<file path="config.mk">
export PLATFORM = sky130hd
export DESIGN_NAME = czfetch
export DESIGN_NICKNAME = d
export VERILOG_FILES = /design/src/rtl/czcore_pkg.sv /design/src/rtl/czfetch_q.sv /design/src/rtl/czfetch.sv
export SDC_FILE = /design/constraint.sdc
export NUM_CORES = 1
export LEC_CHECK = 0
export BUFFER_PORTS_ARGS = -buffer_cell sky130_fd_sc_hd__buf_2
export CAP_MARGIN = 10
export CORE_UTILIZATION = 27
export CTS_BUF_LIST = sky130_fd_sc_hd__clkbuf_2
export DETAILED_ROUTE_END_ITERATION = 10
export GPL_ROUTABILITY_DRIVEN = 0
export PLACE_DENSITY = 0.57
export SLEW_MARGIN = 25
export SYNTH_ARGS = -nofsm -noshare
export SYNTH_HDL_FRONTEND = slang
export SYNTH_SLANG_ARGS = --single-unit
export TNS_END_PERCENT = 10
</file>
<file path="constraint.sdc">
create_clock -name CLK -period 7.22 [get_ports CLK]
set_clock_uncertainty 0.2 [all_clocks]
set_input_delay 0.361 -clock CLK [delete_from_list [all_inputs] [get_ports CLK]]
set_output_delay 0.361 -clock CLK [all_outputs]
set_load 0.05 [all_outputs]
</file>
<file path="src/rtl/czcore_pkg.sv">
// Shared core definitions: fetch defaults, instruction width and the
// fetch packet that carries an instruction word together with its PC.
package czcore_pkg;

  localparam int unsigned PC_WIDTH_DEF = 10;
  localparam int unsigned RESET_PC_DEF = 0;
  localparam int unsigned IR_WIDTH     = 32;

  typedef struct packed {
    logic [IR_WIDTH-1:0]     ir;
    logic [PC_WIDTH_DEF-1:0] pc;
  } fetch_pkt_t;

endpackage

</file>
<file path="src/rtl/czfetch_q.sv">
// Two-entry synchronous FIFO for fetched packets. The head is always entry 0,
// so the offered packet comes straight from a register.
module czfetch_q
  import czcore_pkg::*;
#(
  parameter type pkt_t = fetch_pkt_t
) (
  input  logic       clk,
  input  logic       rst_n,
  input  logic       push,
  input  logic       pop,
  input  logic       flush,
  input  pkt_t       din,
  output pkt_t       head,
  output logic [1:0] occ
);

  pkt_t e0;
  pkt_t e1;

  always_ff @(posedge clk) begin
    if (!rst_n) begin
      occ <= '0;
    end else if (flush) begin
      occ <= '0;
    end else if (push && pop) begin
      // Simultaneous push/pop: shift when full, otherwise the new word becomes head.
      if (occ == 2'd2) begin
        e0 <= e1;
        e1 <= din;
      end else begin
        e0 <= din;
      end
    end else if (push) begin
      if (occ == 2'd0) e0 <= din;
      else             e1 <= din;
      occ <= occ + 2'd1;
    end else if (pop) begin
      e0  <= e1;
      occ <= occ - 2'd1;
    end
  end

  assign head = e0;

endmodule

</file>
<file path="src/rtl/czfetch.sv">
// Instruction fetch stage: drives the program ROM address, captures its
// 1-cycle-latency data and hands PC-tagged words to decode over valid/ready.
module czfetch
  import czcore_pkg::*;
#(
  parameter int unsigned PC_WIDTH = PC_WIDTH_DEF,
  parameter int unsigned RESET_PC = RESET_PC_DEF
) (
  input  logic                CLK,
  input  logic                RSTn,
  output logic [PC_WIDTH-1:0] xPC_P,
  input  logic [IR_WIDTH-1:0] xIR_P,
  input  logic                redir_valid,
  input  logic [PC_WIDTH-1:0] redir_pc,
  output logic                if_valid,
  input  logic                if_ready,
  output logic [IR_WIDTH-1:0] if_ir,
  output logic [PC_WIDTH-1:0] if_pc
);

  typedef struct packed {
    logic [IR_WIDTH-1:0] ir;
    logic [PC_WIDTH-1:0] pc;
  } pkt_t;

  logic [PC_WIDTH-1:0] pc_q;
  logic [PC_WIDTH-1:0] inf_pc;
  logic                inf_v;
  logic [1:0]          occ;
  logic [2:0]          credit;
  logic                pop;
  logic                push;
  logic                issue;
  pkt_t                din;
  pkt_t                head;

  assign xPC_P = redir_valid ? redir_pc : pc_q;

  assign pop = if_valid & if_ready;

  // Slots committed after this cycle; issuing only below 2 keeps a push from overflowing.
  assign credit = {1'b0, occ} + {2'b00, inf_v} - {2'b00, pop};
  assign issue  = RSTn & (redir_valid | (credit < 3'd2));
  assign push   = inf_v & ~redir_valid;

  always_ff @(posedge CLK) begin
    if (!RSTn) begin
      pc_q  <= PC_WIDTH'(RESET_PC);
      inf_v <= 1'b0;
    end else if (issue) begin
      inf_v  <= 1'b1;
      inf_pc <= xPC_P;
      pc_q   <= xPC_P + PC_WIDTH'(1);
    end else begin
      inf_v <= 1'b0;
    end
  end

  always_comb begin
    din    = '0;
    din.ir = xIR_P;
    din.pc = inf_pc;
  end

  czfetch_q #(
    .pkt_t(pkt_t)
  ) u_q (
    .clk  (CLK),
    .rst_n(RSTn),
    .push (push),
    .pop  (pop),
    .flush(redir_valid),
    .din  (din),
    .head (head),
    .occ  (occ)
  );

  assign if_valid = (occ != 2'd0);
  assign if_ir    = head.ir;
  assign if_pc    = head.pc;

endmodule

</file>
==> impl_metrics.toml <==
[pwr]
p_total_w = 0.00117
vdd_drop_max_mv = 0.106
leakagePower_nw = 2.12
powerDensity_nw_per_um2 = 209

[clock_tree]
cts_buffers = 9
cts_resized = 0
ctsRootBufferMaster = "clkbuf_2"
clockBufferDepth = 2
cts_tree = "yes"
cts_sinks = 107
worstSkewPairLatency_ns = 0.54
clkSlewWorstSetupHoldPaths_ns = 0.27
cts_htree_levels = 3

[grt]
grt_pass1_wl_microns = 13600
antenna_found_initial = 0
grt_pass1_vias = 2759
overflow = 0
grt_max_degree = 43
grt_usage_pct = 10.8

[floorplanning]
coreArea_sq_um = 15300
row_count = 45
dieArea_sq_um = 16300
start_util_pct = 27.9
ioPinCount = 99
die_h_microns = 128
die_x_microns = 128

[route]
drc = 0
ant_nets = 0
routedWlPerCell_microns = 14.1
routed-via-count = 2690
drt_first_pass_iters = 4
finalWirelength_microns = 8810
drt_iter0_drc = 323
routed_via_density = 4.32

[logic_synthesis]
synth-adder-area-share_pct = 0.761
ys_seq_area_share_pct = 72.1
synth_top_area_cell = "edfxtp_1"
synthXorXnorAreaFrac_pct = 1.23
muxShareOfSynthArea_pct = 13.8
ys_top_cells_by_area = "edfxtp_1 66%, mux2_2 13%, dfxtp_1 6.1%"
ys_warn_count = 0
synthArstFlopShare_pct = 0
synth_top_family_by_area = "multiplexers"
synth.ff_latch_count = 107
synth-edff-count = 94
synthFlopType = "edfxtp_1"
synth_area_per_cell_sq_um = 16.4
yosysTopAreaCellShare_pct = 66.0
synth_area_sq_um = 4280
synth_compound_area_share_pct = 3.95
yosys.area_share.simple_pct = 6.00
synth_nets = 308
ys_types = 37
syn_inst = 260

[setup_path]
cp_max_fo = 14
path_cells = "nand3b_1, o21ai_0, nand2_1, fa_1, xnor2_1, a21oi_1, nor3_1, a311o_1"
path_class = "flip-flop to flip-flop"
cp.required_ns = 7.50
max_stage_delay_ns = 0.82
cp_slowest_cell = "a21oi_1"
end_kind = "flip-flop"
crit_arrival_ns = 3.35
critPathLaunchType = "flip-flop"

[layout]
layout_common_cells = "98 x buf_2, 94 x edfxtp_1, 49 x mux2_2"
synthToLayoutAreaGrowth_pct = 31.1
fin_nets = 455
diodes = 0
layout-drive-gt1-share_pct = 40.8
fillers = 1488
postLayoutCellArea_sq_um = 5610
layout_commonest_cell = "buf_2"
final_core_util_pct = 36.6

[placement]
port_buffers = 98
placed_cell_area_sq_um = 5020
dp_hpwl_microns = 5940

[sta]
finalMaxSlewViolations = 0
tightestPinTransition_ns = 1.00
fin_crit_sh_pct = 42.6
maxSlewHeadroom_pct = 33.2
period_needed_ns = 3.07
finalSetupViolCount = 0
max_freq_mhz = 325
rsz0062_at_grt = "no"
hold_ws_ns = 0.265
hold_viol = 0
tns_ns = 0

[worst_hold_path]
worstHoldPathType = "flip-flop to flip-flop"

[status]
status = "finished, final reports clean"

[job]
maxCapViolations = 0
-- cell usage after synthesis, drive strengths merged (4+ instances only) --
master   n
a21oi    4
nand3   10
inv     10
xnor2    4
mux2    49
nand4    4
nand2   13
o21ai    8
nand3b   4
edfxtp  94
mux2i    4
nor2     5
dfxtp   13
buf      8
-- worst paths after layout --
path / startpoint / end / slack [ns] / cells after the start
max: u_q.occ[1] / pc_q[7] / 4.15 / 8
min: inf_pc[9] / u_q.e1[9] / 0.27 / 0
max reg2reg: u_q.occ[1] / pc_q[7] / 4.15 / 8
min reg2reg: inf_pc[9] / u_q.e1[9] / 0.27 / 0
-- sequential cells by signal, summed over array words and instances (netlist names) --
register,cells
u_q.occ,2
inf_pc,10
u_q.head,42
inf_v,1
pc_q,10
u_q.e1,42
-- cells by family after synthesis --
kind of cell	after synthesis
muxes	53
adders and majority gates	2
AOI/OAI and AO/OA	24
and+or+nand+nor	48
xor gates and xnor gates	6
DFF	107
buffers and inverters	20
-- per-stage QoR --
step,worst slack (ns),instances
final,4.15,623
after global routing,3.90,623
after global placement,4.30,562
after detailed placement,4.12,562
after CTS,4.12,623
after floorplan,2.60,260
-- critical path: cells and delay by family, from the launching register on --
family / cells / cell delay, ns
adders and majority gates: 1 / 0.39
AOI/OAI and AO/OA: 3 / 1.31
DFF: 1 / 0.54
and+or+nand+nor: 3 / 0.42
xor gates and xnor gates: 1 / 0.17
-- power by group --
group / internal [W] / switching (W)
combinational: 0.0000600 / 0.0000956
sequential: 0.000696 / 0.0000101
clock: 0.000118 / 0.000191
total: 0.000873 / 0.000296
-- routing by layer --
| metal | wire [microns] | GRT usage [%] | vias to the layer above |
|---|---|---|---|
| met3 | 410 | 2.84 | 8 |
| met1 | 4050 | 12.7 | 1314 |
| met2 | 4260 | 19.1 | 74 |
| met5 | 0 | 0 | - |
| li1 | - | - | 1294 |
| met4 | 97 | 3.53 | 0 |
-- repair_timing --
action,CTS,global route
hold buffers,45,0
setup endpoints to repair,0,0
endpoints found under the hold margin,84,0
buffers inserted,0,0
-- area by class of cell --
cell class	instances	area (sq um)	share of cell area (%)
clock inverters	6	88.8	1.58
multi-input cells	133	1120	20.0
clock buffers	10	50.0	0.893
flip-flops and latches	107	3080	55.0
well taps	211	264	4.71
repair buffers	146	963	17.2
inverters	10	37.5	0.670
Power figures use the tool's default switching activity.
